## src/rtl/ni_vc_tx.sv

```systemverilog
// rtl/ni_vc_tx.sv - clocked NI transmitter: valid/ready flits to 4-phase 1-of-4 QDI link with per-VC credits
// Rails change only on the accept edge or the return-to-zero edge, so the router never sees a partial codeword.

module ni_vc_tx #(
  parameter int DW  = 32,
  parameter int VCN = 2,
  parameter int SCN = DW / 2,
  parameter int FT  = 3,
  parameter int CD  = 4,
  parameter int CW  = 3,
  parameter int SYN = 2
) (
  input  logic               i_clk,
  input  logic               i_rstn,
  input  logic               i_in_valid,
  output logic               o_in_ready,
  input  logic [DW-1:0]      i_in_data,
  input  logic [FT-1:0]      i_in_ft,
  input  logic [VCN-1:0]     i_in_vc,
  output logic [SCN-1:0]     o_do0,
  output logic [SCN-1:0]     o_do1,
  output logic [SCN-1:0]     o_do2,
  output logic [SCN-1:0]     o_do3,
  output logic [FT-1:0]      o_dot,
  output logic [VCN-1:0]     o_dovc,
  input  logic               i_doa,
  input  logic [VCN-1:0]     i_cor,
  output logic [VCN-1:0]     o_coa,
  output logic [VCN*CW-1:0]  o_crd
);

  typedef enum logic [1:0] {IDLE, SEND, RTZ} state_t;

  localparam logic [CW-1:0] LP_CD  = CW'(CD);
  localparam logic [CW-1:0] LP_ONE = CW'(1);

  state_t           r_state;
  logic [SYN-1:0]   r_doa_sync;
  logic [VCN-1:0]   r_cor_sync [SYN];
  logic [SCN-1:0]   r_do [4];
  logic [FT-1:0]    r_dot;
  logic [VCN-1:0]   r_dovc;
  logic [VCN-1:0]   r_coa;
  logic [CW-1:0]    r_crd [VCN];

  logic             w_doa_s;
  logic [VCN-1:0]   w_cor_s;
  logic [VCN-1:0]   w_crd_nz;
  logic [VCN-1:0]   w_inc;
  logic [VCN-1:0]   w_dec;
  logic             w_vc_ok;
  logic             w_ft_ok;
  logic             w_in_ready;
  logic             w_accept;
  logic [SCN-1:0]   w_enc [4];

  assign w_doa_s = r_doa_sync[SYN-1];
  assign w_cor_s = r_cor_sync[SYN-1];

  assign w_vc_ok = (i_in_vc != '0) && ((i_in_vc & (i_in_vc - 1'b1)) == '0);
  assign w_ft_ok = (i_in_ft != '0) && ((i_in_ft & (i_in_ft - 1'b1)) == '0);

  always_comb begin
    w_crd_nz = '0;
    for (int v = 0; v < VCN; v++) w_crd_nz[v] = (r_crd[v] != '0);
  end

  // Ready is a function of state, synchronized ack, credits and the requested VC/type only.
  assign w_in_ready = i_rstn && (r_state == IDLE) && !w_doa_s && w_vc_ok && w_ft_ok
                      && ((i_in_vc & w_crd_nz) != '0);
  assign w_accept   = i_in_valid && w_in_ready;
  assign w_dec      = w_accept ? i_in_vc : '0;
  assign w_inc      = w_cor_s & ~r_coa;

  always_comb begin
    for (int r = 0; r < 4; r++) w_enc[r] = '0;
    for (int i = 0; i < SCN; i++) w_enc[i_in_data[2*i +: 2]][i] = 1'b1;
  end

  always_ff @(posedge i_clk or negedge i_rstn) begin
    if (!i_rstn) begin
      r_doa_sync <= '0;
      for (int k = 0; k < SYN; k++) r_cor_sync[k] <= '0;
    end else begin
      r_doa_sync <= {r_doa_sync[SYN-2:0], i_doa};
      r_cor_sync[0] <= i_cor;
      for (int k = 1; k < SYN; k++) r_cor_sync[k] <= r_cor_sync[k-1];
    end
  end

  always_ff @(posedge i_clk or negedge i_rstn) begin
    if (!i_rstn) begin
      r_state <= IDLE;
      for (int r = 0; r < 4; r++) r_do[r] <= '0;
      r_dot  <= '0;
      r_dovc <= '0;
    end else begin
      case (r_state)
        IDLE: begin
          if (i_in_valid) begin
            assert (w_vc_ok && w_ft_ok)
              else $warning("ni_vc_tx: in_vc or in_ft not one-hot while in_valid");
          end
          if (w_accept) begin
            for (int r = 0; r < 4; r++) r_do[r] <= w_enc[r];
            r_dot   <= i_in_ft;
            r_dovc  <= i_in_vc;
            r_state <= SEND;
          end
        end
        SEND: begin
          if (w_doa_s) begin
            for (int r = 0; r < 4; r++) r_do[r] <= '0;
            r_dot   <= '0;
            r_dovc  <= '0;
            r_state <= RTZ;
          end
        end
        RTZ: begin
          if (!w_doa_s) r_state <= IDLE;
        end
        default: r_state <= IDLE;
      endcase
    end
  end

  // coa simply follows the synchronized request; the rising edge of that pair is the one credit.
  always_ff @(posedge i_clk or negedge i_rstn) begin
    if (!i_rstn) begin
      r_coa <= '0;
      for (int v = 0; v < VCN; v++) r_crd[v] <= LP_CD;
    end else begin
      r_coa <= w_cor_s;
      for (int v = 0; v < VCN; v++) begin
        if (w_inc[v] && !w_dec[v]) begin
          assert (r_crd[v] != LP_CD)
            else $warning("ni_vc_tx: credit return beyond depth on vc %0d", v);
          if (r_crd[v] != LP_CD) r_crd[v] <= r_crd[v] + LP_ONE;
        end else if (w_dec[v] && !w_inc[v]) begin
          r_crd[v] <= r_crd[v] - LP_ONE;
        end
      end
    end
  end

  genvar gv;
  generate
    for (gv = 0; gv < VCN; gv++) begin : g_crd
      assign o_crd[gv*CW +: CW] = r_crd[gv];
    end
  endgenerate

  assign o_in_ready = w_in_ready;
  assign o_do0      = r_do[0];
  assign o_do1      = r_do[1];
  assign o_do2      = r_do[2];
  assign o_do3      = r_do[3];
  assign o_dot      = r_dot;
  assign o_dovc     = r_dovc;
  assign o_coa      = r_coa;

endmodule
```

## config.mk

```make
export PLATFORM = sky130hd
export DESIGN_NAME = ni_vc_tx
export DESIGN_NICKNAME = d
export VERILOG_FILES = /design/src/rtl/ni_vc_tx.sv
export SDC_FILE = /design/constraint.sdc
export NUM_CORES = 1
export LEC_CHECK = 0
export ABC_AREA = 0
export CAP_MARGIN = 20
export CORE_MARGIN = 2
export CORE_UTILIZATION = 30
export DETAILED_ROUTE_END_ITERATION = 12
export PLACE_DENSITY = 0.63
export SYNTH_ARGS = -nofsm -noshare
export SYNTH_HDL_FRONTEND = slang
export SYNTH_SLANG_ARGS = --single-unit
```

## constraint.sdc

```tcl
create_clock -name i_clk -period 2.76 [get_ports i_clk]
set_input_delay 0.552 -clock i_clk [delete_from_list [all_inputs] [get_ports i_clk]]
set_output_delay 0.552 -clock i_clk [all_outputs]
set_load 0.05 [all_outputs]
```

==> flow_metrics.env, run 1 <==
export IMPL_ys_top_cells_by_count="93 x nand2_1, 83 x dfrtp_1, 37 x o21ai_1"
export IMPL_wire_per_inst_um=14.1
export IMPL_drv_slew=0
export IMPL_syn_nets=445
export IMPL_ys_warnings_count=0
export IMPL_critPathKind="in -> reg"
export IMPL_drt_iter0_drc=244
export IMPL_clk_insertion_delay_late_ns=0.34
export IMPL_p_switching_mw=2.47
export IMPL_synth_area_leaders="dfrtp_1 55%, nand2_1 9.2%, nand3b_1 6.5%"
export IMPL_yosysTopAreaCell="dfrtp_1"
export IMPL_grt_max_degree=67
export IMPL_grt_pass1_wl_mm=16.0
export IMPL_hold_buffers=0
export IMPL_place_ws_ns=-0.242
export IMPL_cts_buffer_depth=2
export IMPL_die_width_um=117
export IMPL_layout_nets=573
export IMPL_core_rowCount=41
export IMPL_ys_seq_area_frac=0.560
export IMPL_start_kind="input port"
export IMPL_syn_to_final_growth_pct=48.0
export IMPL_netlist_area_sq_um=3800
export IMPL_gp_congestion=0.829
export IMPL_grt_busiest_layer="met2"
export IMPL_dr_pass1_iters=4
export IMPL_powerDensity_nw_per_um2=1000
export IMPL_path_max_fanout=3
export IMPL_cts_max_level=3
export IMPL_wirelength_mm=9.94
export IMPL_status="finished clean"
export IMPL_numCtsBuffers=9
export IMPL_combPwrFrac=0.454
export IMPL_synth_seq_cells=85
export IMPL_fillCellCount=1252
export IMPL_max_cap_viol_count=0
export IMPL_synth_most_common_cell="nand2_1"
export IMPL_setup_ws_ns=0.132
export IMPL_cp_end_kind="register"
export IMPL_setup_tns_ns=0
export IMPL_hpwl_mm=6.98
export IMPL_core_area_sq_um=12500
export IMPL_num_antenna_cells=0
export IMPL_ys_flop_type="dfrtp_1"
export IMPL_gr_usage_met3=0.0623
export IMPL_dpl_cell_count=689
export IMPL_die_area_sq_um=13600
export IMPL_port_buffers=120
export IMPL_cts_sinks=85
export IMPL_drc=0
export IMPL_final_cells=705
export IMPL_rr_worst_depth=7
export IMPL_required_ns=2.98
export IMPL_cts_tree="yes"
export IMPL_p_clk_frac=0.216
export IMPL_synth_edf_count=0
export IMPL_p_sw_frac=0.437
export IMPL_worstHoldPathType="in -> async"
export IMPL_antenna_found_initial=0
export IMPL_met2_usage=0.225
export IMPL_final_util=0.449
export IMPL_rr_endpoint="o_crd[4]"
export IMPL_fin_crit_sh=0.952
export IMPL_boundaryPins=121
export IMPL_dpl_instance_area_sq_um=5320
export IMPL_postSynthAreaPerCell_sq_um=9.50
export IMPL_synth_top_cell_area_share=0.546
export IMPL_ant_nets=0
export IMPL_fin_worst_skew_ns=0.00431
export IMPL_finalInstanceArea_sq_um=5630
export IMPL_reg2reg_slack_ns=0.43
export IMPL_synthArstFlopShare=1.00
export IMPL_tightestPinTransition_ns=0.862
export IMPL_vdd_drop_max_mv=0.423
export IMPL_crit_start="i_in_vc[1]"
export IMPL_sequentialPowerShare=0.330
export IMPL_num_vias=3310
export IMPL_p_leak_nw=2.31
export IMPL_first_global_vias=3183
export IMPL_vias_per_cell=4.70
export IMPL_grt_usage=0.151
export IMPL_grt_overflow=0
export IMPL_rsz0062_at_grt="no"
export IMPL_hold_viol=0
export IMPL_post_cts_buffers=0
export IMPL_syn_inst=400
export IMPL_regToRegStartpoint="r_state[0]"
export IMPL_fp_dieH_um=117
export IMPL_synth_cell_types=44
export IMPL_drive_gt1_frac=0.0826
export IMPL_fin_crit_ns=2.63
export IMPL_clock_root_buffer="clkbuf_16"
export IMPL_slew_headroom=0.426
export IMPL_use_met1=0.201
export IMPL_setup_viol=0
export IMPL_path_clk_slew_ns=0.06
export IMPL_start_util=0.304
export IMPL_fmaxAchievable_ghz=0.380
export IMPL_cp_arrival_ns=2.85
export IMPL_p_int_mw=3.18
==> cells by family (layout without fill, tap and decap cells) <==
kind of cell | count (synthesis) | count (layout) | synth area share
buffers and inverters | 27 | 160 | 0.0342
adder cells (fa/ha/maj) | 2 | 2 | 0.0105
AO/OA/AOI/OAI | 94 | 94 | 0.139
AND/OR/NAND/NOR | 188 | 188 | 0.246
multiplexers | 1 | 1 | 0.00263
XOR/XNOR | 3 | 3 | 0.00691
flip-flops | 85 | 85 | 0.560
==> repair_timing <==
action	CTS	global route
setup endpoints to repair	0	1
endpoints found under the hold margin	0	0
resized for setup	0	1
==> stage by stage <==
step	hold slack, ns	total power, mW
floorplan	0.256	3.49
global placement	0.334	4.42
detailed placement	0.335	4.47
CTS	0.181	5.72
global route	0.186	5.98
finish	0.188	5.65
==> layout make-up <==
cell class              count  area, sq um  share of cell area
well taps                 172          215              0.0383
flip-flops and latches     85         2130               0.379
clock inverters             6         62.6              0.0111
inverters                   5         18.8             0.00334
clock buffers              10          239              0.0425
repair buffers            139         1410               0.251
multi-input cells         288         1550               0.275
==> registers in the layout (all words and copies together) (netlist names) <==
| register | count |
|---|---|
| o_coa | 2 |
| o_crd | 6 |
| o_do0 | 16 |
| o_do1 | 16 |
| o_do2 | 16 |
| o_do3 | 16 |
| o_dot | 3 |
| o_dovc | 2 |
| r_cor_sync | 2 |
| r_doa_sync | 2 |
| r_state | 2 |
| w_cor_s | 2 |
==> layer usage <==
| layer | vias to the layer above | share of wire |
|---|---|---|
| met5 | - | 0 |
| li1 | 1622 | - |
| met2 | 91 | 0.45 |
| met3 | 12 | 0.078 |
| met1 | 1585 | 0.45 |
| met4 | 0 | 0.018 |
==> placed cells by master (no fill, tap or decap), types with 3 or more instances in the layout <==
cell             instances
clkbuf_16                9
nor2_1                  24
o21ai_1                 37
buf_4                   15
nor3_1                   3
nand2b_1                 4
nand2_1                 93
a21oi_1                  3
nor2b_1                  5
dfrtp_1                 83
clkdlybuf4s50_1        118
clkinvlp_4               3
inv_1                    5
buf_12                   6
nand3b_1                33
o21bai_1                 3
nand3_1                 17
o21ai_0                 36
==> worst max-delay path, stage by stage <==
cell and delay, ns:
clkdlybuf4s50_1 0.48, inv_1 0.07, or3_1 0.39, or4b_1 0.53
nand2_1 0.10, fa_1 0.43, o221ai_1 0.19, o21ai_0 0.10
==> worst max-delay path by stage <==
stage                            end  slack, ns  depth (start not counted)
after floorplan           o_in_ready       0.05                          3
after global placement      o_crd[4]      -0.21                          8
after detailed placement    o_crd[4]      -0.24                          8
after CTS                 o_in_ready       0.05                          6
after global routing        o_crd[1]       0.03                         10
final                       o_crd[4]       0.13                          8
==> power by group through the flow <==
| stage | clock [mW] | sequential [mW] | combinational [mW] |
|---|---|---|---|
| 2_1_floorplan | 0 | 3.04 | 0.442 |
| 3_3_place_gp | 0 | 1.87 | 2.55 |
| 3_5_place_dp | 0 | 1.88 | 2.59 |
| 4_1_cts | 1.26 | 1.87 | 2.59 |
| 5_1_grt | 1.33 | 1.92 | 2.73 |
| 6_report | 1.22 | 1.87 | 2.57 |
Note: power is estimated with default switching activity, not from simulation.
==> run 2, diff against run 1 <==
- MAX_ROUTING_LAYER: not set -> met4
==> run 2 against run 1 <==
  * Clock power barely moved
  * Largest power group unchanged
  * Die area did not move
  * Critical endpoint unchanged
  * Non-clock buffer count did not move
  * Fmax barely moved
  * Sequential power barely moved
  * Via count rose by 0.30%
  * First-iteration DRC count fell by 5.7%
  * Count of clock-buffer cells in the layout did not move
  * Clock skew barely moved
==> flow_metrics.env, run 2 (synthesis results as in run 1) <==
export IMPL_fin_worst_skew_ns=0.00428
export IMPL_start_kind="input port"
export IMPL_setup_tns_ns=0
export IMPL_post_cts_buffers=0
export IMPL_clk_insertion_delay_late_ns=0.34
export IMPL_die_width_um=117
export IMPL_path_max_fanout=3
export IMPL_rr_worst_depth=7
export IMPL_fin_crit_ns=2.63
export IMPL_slew_headroom=0.426
export IMPL_core_area_sq_um=12500
export IMPL_fin_crit_sh=0.952
export IMPL_wire_per_inst_um=14.1
export IMPL_grt_overflow=0
export IMPL_rsz0062_at_grt="no"
export IMPL_fmaxAchievable_ghz=0.381
export IMPL_start_util=0.304
export IMPL_fin_worst_hold_slack_ns=0.188
export IMPL_grt_usage=0.156
export IMPL_boundaryPins=121
export IMPL_core_rowCount=41
export IMPL_vias_per_cell=4.71
export IMPL_num_vias=3320
export IMPL_p_leak_nw=2.31
export IMPL_worstHoldPathType="in -> async"
export IMPL_hold_buffers=0
export IMPL_num_antenna_cells=0
export IMPL_status="finished clean"
export IMPL_final_util=0.449
export IMPL_tightestPinTransition_ns=0.862
export IMPL_clock_root_buffer="clkbuf_16"
export IMPL_path_clk_slew_ns=0.06
export IMPL_multi_input_area_sq_um=1550
export IMPL_gp_congestion=0.842
export IMPL_max_cap_viol_count=0
export IMPL_fp_dieH_um=117
export IMPL_powerDensity_nw_per_um2=1000
export IMPL_drc=0
export IMPL_drive_gt1_frac=0.0826
export IMPL_syn_to_final_growth_pct=48.0
export IMPL_ff_latch_area_sq_um=2130
export IMPL_wirelength_mm=9.94
export IMPL_reg2reg_slack_ns=0.43
export IMPL_port_buffers=120
export IMPL_cts_sinks=85
export IMPL_cts_tree="yes"
export IMPL_die_area_sq_um=13600
export IMPL_dpl_instance_area_sq_um=5320
export IMPL_layout_common_cells="118 x clkdlybuf4s50_1, 93 x nand2_1, 83 x dfrtp_1"
export IMPL_finalInstanceArea_sq_um=5630
export IMPL_antenna_found_initial=0
export IMPL_drt_iter0_drc=230
export IMPL_first_global_vias=3185
export IMPL_layout_nets=573
export IMPL_fillCellCount=1252
export IMPL_cp_arrival_ns=2.84
export IMPL_dr_pass1_iters=6
export IMPL_drv_slew=0
export IMPL_grt_pass1_wl_mm=16.0
export IMPL_setup_viol=0
export IMPL_vdd_drop_max_mv=0.423
export IMPL_required_ns=2.98
export IMPL_hpwl_mm=6.98
export IMPL_cts_max_level=3
export IMPL_grt_max_degree=67
export IMPL_ant_nets=0
export IMPL_cp_end_kind="register"
export IMPL_critPathKind="in -> reg"
export IMPL_final_common_cell="clkdlybuf4s50_1"
export IMPL_cts_buffer_depth=2
export IMPL_numCtsBuffers=9
export IMPL_hold_viol=0
run 2: cell counts in the layout (fill, tap and decap cells not counted):
Identical to the previous run, type by type.
run 2: power by group:
part / internal (mW) / switching [mW]
registers: 1.60 / 0.267
clock network: 0.722 / 0.497
logic: 0.859 / 1.71
run 2: timing repair:
action	in CTS	in global routing
gates resized for setup	0	1
endpoints found under the hold margin	0	0
endpoints found under the setup margin	0	1
run 2: worst max-delay path, cell delays in order:
cell and delay, ns:
clkdlybuf4s50_1 0.48, inv_1 0.07, or3_1 0.39, or4b_1 0.53, nand2_1 0.10, fa_1 0.43
o221ai_1 0.19, o21ai_0 0.10
run 2: final cells by class:
cell class	count	share of cell area
clock buffers	10	0.0425
multi-input cells	288	0.275
repair buffers	139	0.251
well taps	172	0.0383
flip-flops and latches	85	0.379
clock inverters	6	0.0111
inverters	5	0.00334
run 2: final timing paths:
check / end / start
worst max-delay path: o_crd[4] / i_in_vc[1]
worst min-delay path: o_dovc[1] / i_rstn
worst max register to register: o_crd[4] / r_state[0]
worst min register to register: w_cor_s[1] / r_cor_sync[3]
max in group asynchronous: o_coa[0] / i_rstn
min in group i_clk: w_cor_s[1] / r_cor_sync[3]
run 2: layer usage:
layer / routed length (um) / track usage / share of wire / vias up
met5: 0 / - / 0 / -
met4: 182 / 0.0518 / 0.018 / 0
li1: - / - / - / 1624
met3: 719 / 0.0566 / 0.072 / 12
met2: 4460 / 0.225 / 0.45 / 91
met1: 4580 / 0.204 / 0.46 / 1593
run 2: metrics by stage:
step,total power [mW],instances,setup WS (ns)
2_1_floorplan,3.49,400,0.0522
3_3_place_gp,4.42,689,-0.214
3_5_place_dp,4.47,689,-0.242
4_1_cts,5.72,705,0.0495
5_1_grt,5.98,705,0.0336
6_report,5.65,705,0.133
==> run 3, diff against run 2 <==
- CORE_MARGIN: 2 -> 1
==> run 3 against run 2 <==
  * Count of clock-buffer cells in the layout rose by 2
  * Final area is 0.89% lower
  * Register-to-register slack lost 0.07 ns
  * Critical endpoint unchanged
  * Sequential power hardly changed
  * Cell count shrank 0.57%
  * Utilization increased by 0.90 points
==> flow_metrics.env, run 3 (synthesis results as in run 1) <==
export IMPL_start_util=0.313
export IMPL_die_width_um=115
export IMPL_status="finished clean"
export IMPL_start_kind="input port"
export IMPL_place_ws_ns=-0.205
export IMPL_slew_headroom=0.540
export IMPL_num_vias=3325
export IMPL_post_cts_buffers=0
export IMPL_layout_common_cells="118 x clkdlybuf4s50_1, 93 x nand2_1, 83 x dfrtp_1"
export IMPL_clock_root_buffer="clkbuf_16"
export IMPL_die_area_sq_um=13100
export IMPL_drt_iter0_drc=192
export IMPL_crit_slowest_cell="or4b_1"
export IMPL_core_rowCount=40
export IMPL_dpl_cell_count=685
export IMPL_final_cells=701
export IMPL_grt_max_degree=76
export IMPL_fmaxAchievable_ghz=0.381
export IMPL_drv_slew=0
export IMPL_vdd_drop_max_mv=0.427
export IMPL_setup_viol=0
export IMPL_hold_viol=0
export IMPL_regToRegStartpoint="r_state[0]"
export IMPL_syn_to_final_growth_pct=46.7
export IMPL_gp_congestion=0.781
export IMPL_path_buf_inv=2
export IMPL_boundaryPins=121
export IMPL_grt_pass1_wl_mm=16.7
export IMPL_drive_gt1_frac=0.0788
export IMPL_tightestPinTransition_ns=0.690
export IMPL_path_max_fanout=2
export IMPL_rsz0062_at_grt="no"
export IMPL_core_area_sq_um=12200
export IMPL_cts_tree="yes"
export IMPL_cts_buffer_depth=2
export IMPL_dpl_instance_area_sq_um=5280
export IMPL_dr_pass1_iters=4
export IMPL_grt_overflow=0
export IMPL_wirelength_mm=10.4
export IMPL_p_leak_nw=2.29
export IMPL_first_global_vias=3288
export IMPL_crit_start="i_in_vc[1]"
export IMPL_num_antenna_cells=0
export IMPL_cts_max_level=3
export IMPL_numCtsBuffers=9
export IMPL_max_cap_viol_count=0
export IMPL_path_delay_family="simple AND/OR/NAND/NOR gates"
export IMPL_critPathMaxStageDelay_ns=0.53
export IMPL_required_ns=2.98
export IMPL_finalPower_mw=5.66
export IMPL_finalInstanceArea_sq_um=5580
export IMPL_drc=0
export IMPL_fin_crit_sh=0.950
export IMPL_fin_worst_skew_ns=0.00969
export IMPL_powerDensity_nw_per_um2=1010
export IMPL_fp_dieH_um=115
export IMPL_critPathKind="in -> reg"
export IMPL_cp_end_kind="register"
export IMPL_vias_per_cell=4.74
export IMPL_cts_sinks=85
export IMPL_setup_ws_ns=0.137
export IMPL_clk_insertion_delay_late_ns=0.34
export IMPL_fin_crit_ns=2.62
export IMPL_final_common_cell="clkdlybuf4s50_1"
export IMPL_antenna_found_initial=0
export IMPL_hpwl_mm=7.28
export IMPL_ant_nets=0
export IMPL_port_buffers=120
export IMPL_cp_arrival_ns=2.84
export IMPL_timing_critical_path_cells="clkdlybuf4s50_1 -> inv_1 -> or3_1 -> or4b_1 -> nand2_1 -> fa_1 -> o221ai_1 -> o21ai_0"
export IMPL_path_clk_slew_ns=0.07
export IMPL_wire_per_inst_um=14.9
export IMPL_layout_nets=573
export IMPL_grt_usage=0.172
export IMPL_worstHoldPathType="in -> async"
==> run 3: path summary, 6_finish.rpt <==
path,cells after the start,slack (ns),to
max in group asynchronous,3,1.41,o_do2[5]
min reg2reg,0,0.35,r_doa_sync[1]
max reg2reg,9,0.36,o_crd[1]
min,2,0.31,o_do2[6]
min in group i_clk,0,0.35,r_doa_sync[1]
max,8,0.14,o_crd[4]
==> run 3: routing by layer <==
metal,global-route usage,vias to the layer above,part of all wire
met5,-,-,0
met1,0.212,1576,0.44
met4,0.0736,0,0.023
met3,0.0593,16,0.079
li1,-,1627,-
met2,0.255,106,0.45
==> run 3: power breakdown <==
part / switching, mW / internal (mW) / leakage (nW)
registers: 0.262 / 1.60 / 1.08
clock network: 0.485 / 0.724 / 0.143
logic: 1.73 / 0.858 / 1.07
==> run 3: per-stage QoR <==
stage          hold slack, ns  utilization  TNS [ns]
2_1_floorplan           0.256            -         0
3_3_place_gp            0.335        0.434    -0.239
3_5_place_dp            0.340        0.434    -0.396
4_1_cts                 0.325        0.458         0
5_1_grt                 0.347        0.458         0
6_report                0.306        0.458         0
==> run 3: area by class of cell <==
type,count,area [sq um]
fill,1191,6590
sequential,85,2130
multi-input combinational,288,1550
timing repair buffer,139,1380
clock buffer,12,246
tap,168,210
clock inverter,4,47.5
inverter,5,18.8
==> run 3: timing repair <==
action | CTS | global route
hold endpoints to repair | 0 | 0
setup endpoints to repair | 0 | 1
hold buffers | 0 | 0
gates resized for setup | 0 | 1
==> RTL edit 1 (config.mk and constraints of run 2) <==
Change the parameter `DW` from 32 to 48.
--- a/src/rtl/ni_vc_tx.sv
+++ b/src/rtl/ni_vc_tx.sv
@@ -2,7 +2,7 @@
 // Rails change only on the accept edge or the return-to-zero edge, so the router never sees a partial codeword.
 
 module ni_vc_tx #(
-  parameter int DW  = 32,
+  parameter int DW  = 48,
   parameter int VCN = 2,
   parameter int SCN = DW / 2,
   parameter int FT  = 3,
Interface: changed (5 resized); port bits go from 121 to 169. No check against the original RTL was run, so the function may have changed too.
==> RTL edit 1 against run 2 <==
Total power is 52% higher; hold slack improved by 110 ps; largest cell class unchanged; area after synthesis rose by 46%; worst setup slack improved by 87 ps; wire length rose by 45%; clock skew grew 2.7 ps; count of clock-buffer cells in the layout is 11 higher; die area is 44% higher; sequential cell count is 32 higher; maximum frequency is 3.4% higher; cell area increased by 42%; clock power is 66% higher.
==> RTL edit 1: results (changes against run 2) <==
INFO  outcome        run_status=complete, no violations
INFO  setup_path     worst_path_largest_cell_delay=460ps [-70 ps]
INFO  layout         n_fill_cell=1691 [+35%]
INFO  detailed_routing vias=4298 [+29%]
INFO  setup_path     regToRegEndpoint=o_crd[2]
INFO  detailed_routing drt-vias-per-instance=4.68 [-0.58%]
INFO  global_route   overall_global_routing_resource_usage=0.155 [-0.00121]
INFO  synth          post_synth_xor_area_fraction=0.00158 [-0.00533]
INFO  synth          postSynthNetCount=565 [+27%]
INFO  placed_design  place_hpwl=10.1mm [+44%]
INFO  synth          synthDistinctLibCells=36 [-18%]
INFO  setup_path     rr_startpoint=o_crd[0]
INFO  setup_path     slowest_library_cell_on_the_worst_path=sky130_fd_sc_hd__clkdlybuf4s50_1
INFO  synth          yosys-top-cells-area=sky130_fd_sc_hd__dfrtp_1, sky130_fd_sc_hd__mux2i_1, sky130_fd_sc_hd__nand2_1
INFO  sta            relative_slew_slack=0.446 [+0.0209]
INFO  synth          syn-instance-count=504 [+26%]
INFO  setup_path     ff2ff_path_depth=6 [-1]
INFO  detailed_routing routed_wl=14.4mm [+45%]
INFO  placed_design  place.detailed.instances=887 [+29%]
INFO  clock_tree     worst_skew_pair.late_latency=410ps [+70 ps]
INFO  global_route   largest_net_degree_at_the_start_of_global_routing=63 [-6.0%]
INFO  synth          synth_compound_area_frac=0.0456 [-0.0937]
INFO  placed_design  routabilityCongestion=0.778 [-7.5%]
INFO  global_route   grt_pass1_vias=4467 [+40%]
INFO  layout         final_nets=738 [+29%]
INFO  floorplan      initial_utilization=0.308 [+0.00397]
INFO  clock_tree     cts_buffers=17 [+8]
INFO  setup_path     critical_path_arrival=1990ps [-850 ps]
INFO  power          vdd.ir_drop.worst=0.673mV [+59%]
INFO  synth          synth_common_cells=sky130_fd_sc_hd__nand2_1, sky130_fd_sc_hd__dfrtp_1, sky130_fd_sc_hd__mux2i_1
INFO  synth          synth_mux_area_frac=0.186 [+0.183]
[RTL edit 1: cell types whose count changed in the layout (fill, tap and decap cells not counted), sizes merged, moves of 9 or more]
cell,delta
clkdlybuf4s50,+48
dfrtp,+32
nand2,+34
nor2,-20
nand3b,-30
clkbuf,+11
nand3,-15
o21ai,-70
buf,-9
mux2i,+102
or2,+24
nand2b,+50
[RTL edit 1: how the worst max path moves through the flow]
| stage | startpoint | end | slack [ps] | cells after the start |
|---|---|---|---|---|
| floorplan | o_crd[5] | o_in_ready | 120 | 4 |
| global placement | i_in_ft[0] | o_crd[5] | 120 | 8 |
| detailed placement | i_in_ft[0] | o_do1[11] | 2 | 7 |
| CTS | i_in_vc[1] | o_in_ready | 220 | 5 |
| global route | i_in_ft[2] | o_in_ready | 180 | 5 |
| finish | i_in_ft[0] | o_in_ready | 220 | 5 |
[RTL edit 1: worst max-delay path: cells and delay by family]
kind            cells  cell delay (ps)
compound gates      3              800
buf+inv             2              640
[RTL edit 1: stage by stage]
step	util	hold WS (ps)	setup WS [ps]
floorplan	-	256	119
global placement	0.412	341	122
detailed placement	0.412	335	2.26
CTS	0.442	326	223
global route	0.442	349	177
finish	0.442	297	219
[RTL edit 1: power breakdown]
group | switching [W] | internal [W]
sequential | 0.000402 | 0.00225
combinational | 0.00260 | 0.00132
clock | 0.000761 | 0.00127
total | 0.00377 | 0.00484
[RTL edit 1: layout make-up]
cell class,instances,share of cell area
Sequential cell,117,0.368
Multi-Input combinational cell,357,0.301
Inverter,6,0.00283
Clock inverter,10,0.0104
Tap cell,229,0.0360
Timing Repair Buffer,178,0.225
Clock buffer,21,0.0578
[RTL edit 1: layer usage]
metal	GRT usage	vias to the layer above	part of all wire
met5	-	-	0
met4	0.0405	0	0.014
met3	0.0451	21	0.053
met2	0.248	131	0.49
met1	0.193	2121	0.44
li1	-	2025	-
[RTL edit 1: cell families after synthesis]
logic type      Yosys count
compound gates           30
xor+xnor                  1
fa+ha+maj                 2
buf+inv                  30
flops                   117
mux                     103
simple gates            221
==> RTL edit 2 (config.mk and constraints of run 2) <==
Made on the original files. The 3 states of `state_t` get a one-hot encoding in 3 bits.
--- a/src/rtl/ni_vc_tx.sv
+++ b/src/rtl/ni_vc_tx.sv
@@ -29,7 +29,7 @@
   output logic [VCN*CW-1:0]  o_crd
 );
 
-  typedef enum logic [1:0] {IDLE, SEND, RTZ} state_t;
+  typedef enum logic [2:0] {IDLE = 3'b001, SEND = 3'b010, RTZ = 3'b100} state_t;
 
   localparam logic [CW-1:0] LP_CD  = CW'(CD);
   localparam logic [CW-1:0] LP_ONE = CW'(1);
Function: same outputs for any inputs over 4 cycles, from zero or initial values and one cycle with i_rstn low; so few cycles prove little.
==> RTL edit 2 against run 2 <==
Worst setup slack better by 75 ps; sequential cell count up 1; largest cell class unchanged; highest routed layer unchanged; critical endpoint is now o_crd[1]; cell area down 1.1%; core utilization up 1.2 points; die area down 1.6%; wire length down 1.6%; clock power up 17%; non-clock buffer count down 6; area after synthesis down 1.7%; maximum frequency up 2.9%; total power up 13%; hold slack better by 110 ps.
==> RTL edit 2: results (changes against run 2) <==
INFO  synth          postSynthNetCount=419 [-5.8%]
INFO  placed_design  place.detailed.instances=652 [-5.4%]
INFO  global_route   use_met2=0.251 [+0.0259]
INFO  detailed_routing detail_route.wl_per_cell=14.7um [+4.0%]
INFO  synth          yosys-top-cells-area=sky130_fd_sc_hd__dfrtp_1, sky130_fd_sc_hd__o21ai_0, sky130_fd_sc_hd__nand3b_1
INFO  setup_path     critical_path_arrival=2760ps [-80 ps]
INFO  layout         drive_above_1_share=0.0741 [-0.00840]
INFO  synth          synth_common_cells=sky130_fd_sc_hd__dfrtp_1, sky130_fd_sc_hd__nand2_1, sky130_fd_sc_hd__o21ai_0
INFO  detailed_routing top_layer=met4
INFO  detailed_routing met1Wirelength=4.35mm [-5.1%]
INFO  global_route   grt_util_met1=0.195 [-0.00933]
INFO  sta            relative_slew_slack=0.615 [+0.189]
INFO  global_route   grt_pass1_vias=3301 [+3.6%]
INFO  synth          synth_mux_area_frac=0.0107 [+0.00808]
INFO  detailed_routing routed-wl-met2=4.73mm [+6.1%]
INFO  layout         n_fill_cell=1170 [-6.5%]
INFO  clock_tree     worst_skew_pair.late_latency=340ps [about the same]
INFO  detailed_routing met3_length=655um [-8.9%]
INFO  synth          synthDistinctLibCells=36 [-18%]
INFO  sta            finalClockSkew=6.34ps [+2.06 ps]
INFO  clock_tree     cts_buffers=9 [unchanged]
INFO  placed_design  buffer_ports.inserted=120 [unchanged]
INFO  global_route   grt_first_pass_wirelength=16.2mm [+1.0%]
INFO  placed_design  dp_slack=-135ps [+107 ps]
INFO  clock_tree     htreeDepth=3 [unchanged]
INFO  clock_tree     post-cts-setup-buffers=0 [unchanged]
INFO  placed_design  place_hpwl=6.72mm [-3.7%]
INFO  detailed_routing drt_pre_antenna_iters=4 [-2]
INFO  layout         final_nets=540 [-5.8%]
INFO  layout         flow.area_growth_from_synthesis=48.8%
INFO  global_route   gr-usage-met3=0.0570 [+0.000444]
INFO  synth          postSynthAreaPerCell=9.99um2 [+5.2%]
INFO  synth          synth_seq_area_share=0.577 [+0.0166]
INFO  synth          post_synth_xor_area_fraction=0.00469 [-0.00223]
INFO  global_route   largest_net_degree_at_the_start_of_global_routing=61 [-9.0%]
INFO  synth          synth_compound_area_frac=0.151 [+0.0114]
INFO  detailed_routing drt-vias-per-instance=4.87 [+3.3%]
INFO  outcome        run_status=complete, no violations
INFO  placed_design  post_dp_cell_area=0.00521mm2 [-2.1%]
INFO  power          vdd.ir_drop.worst=0.529mV [+25%]
INFO  synth          synth_fa_ha_area_frac=0.0107 [+0.000180]
INFO  setup_path     highest_net_fanout_along_the_worst_path=3 [unchanged]
INFO  power          cellLeakagePower=2.30nW [-0.14%]
INFO  detailed_routing drtIter0Drc=117 [-49%]
INFO  detailed_routing routed_wl=9.78mm [-1.6%]
INFO  layout         insertedDiodeCount=0 [unchanged]
INFO  placed_design  routabilityCongestion=0.743 [-12%]
INFO  global_route   overall_global_routing_resource_usage=0.160 [+0.00393]
-- RTL edit 2: power breakdown --
| part | internal, W | total [W] | leakage (nW) | switching, W |
|---|---|---|---|---|
| sequential | 0.00169 | 0.00199 | 1.03 | 0.000300 |
| combinational | 0.000977 | 0.00297 | 1.09 | 0.00199 |
| clock | 0.000953 | 0.00143 | 0.175 | 0.000477 |
-- RTL edit 2: logic make-up after synthesis --
group / Yosys count
xor gates and xnor gates: 2
DFF: 86
and+or+nand+nor: 154
buffers and inverters: 30
adders and majority gates: 2
AOI/OAI and AO/OA: 96
muxes: 4
-- RTL edit 2: path summary, 6_finish.rpt --
kind | end | slack (ps) | start | cells past startpoint
hold reg to reg | r_doa_sync[1] | 350 | r_doa_sync[0] | 0
hold / removal | r_cor_sync[3] | 300 | i_rstn | 2
min in group i_clk | r_doa_sync[1] | 350 | r_doa_sync[0] | 0
max in group asynchronous | o_do1[1] | 1470 | i_rstn | 3
setup / recovery | o_crd[1] | 210 | i_in_ft[1] | 8
setup reg to reg | o_crd[1] | 340 | r_state[0] | 7
-- RTL edit 2: cell type report --
| cell class | count | share of cell area |
|---|---|---|
| clock buffer | 12 | 0.0479 |
| clock inverter | 3 | 0.0162 |
| inverter | 7 | 0.00472 |
| multi-input combinational | 258 | 0.264 |
| sequential | 86 | 0.388 |
| tap | 168 | 0.0378 |
| timing repair buffer | 133 | 0.242 |
-- RTL edit 2: critical path, cell delays in order --
cell and delay [ps]:
sky130_fd_sc_hd__clkdlybuf4s50_1 450, sky130_fd_sc_hd__o21ai_0 240, sky130_fd_sc_hd__o211ai_2 130, sky130_fd_sc_hd__or4_1 560
sky130_fd_sc_hd__nand2_1 100, sky130_fd_sc_hd__fa_1 430, sky130_fd_sc_hd__o221ai_1 190, sky130_fd_sc_hd__o21ai_0 110
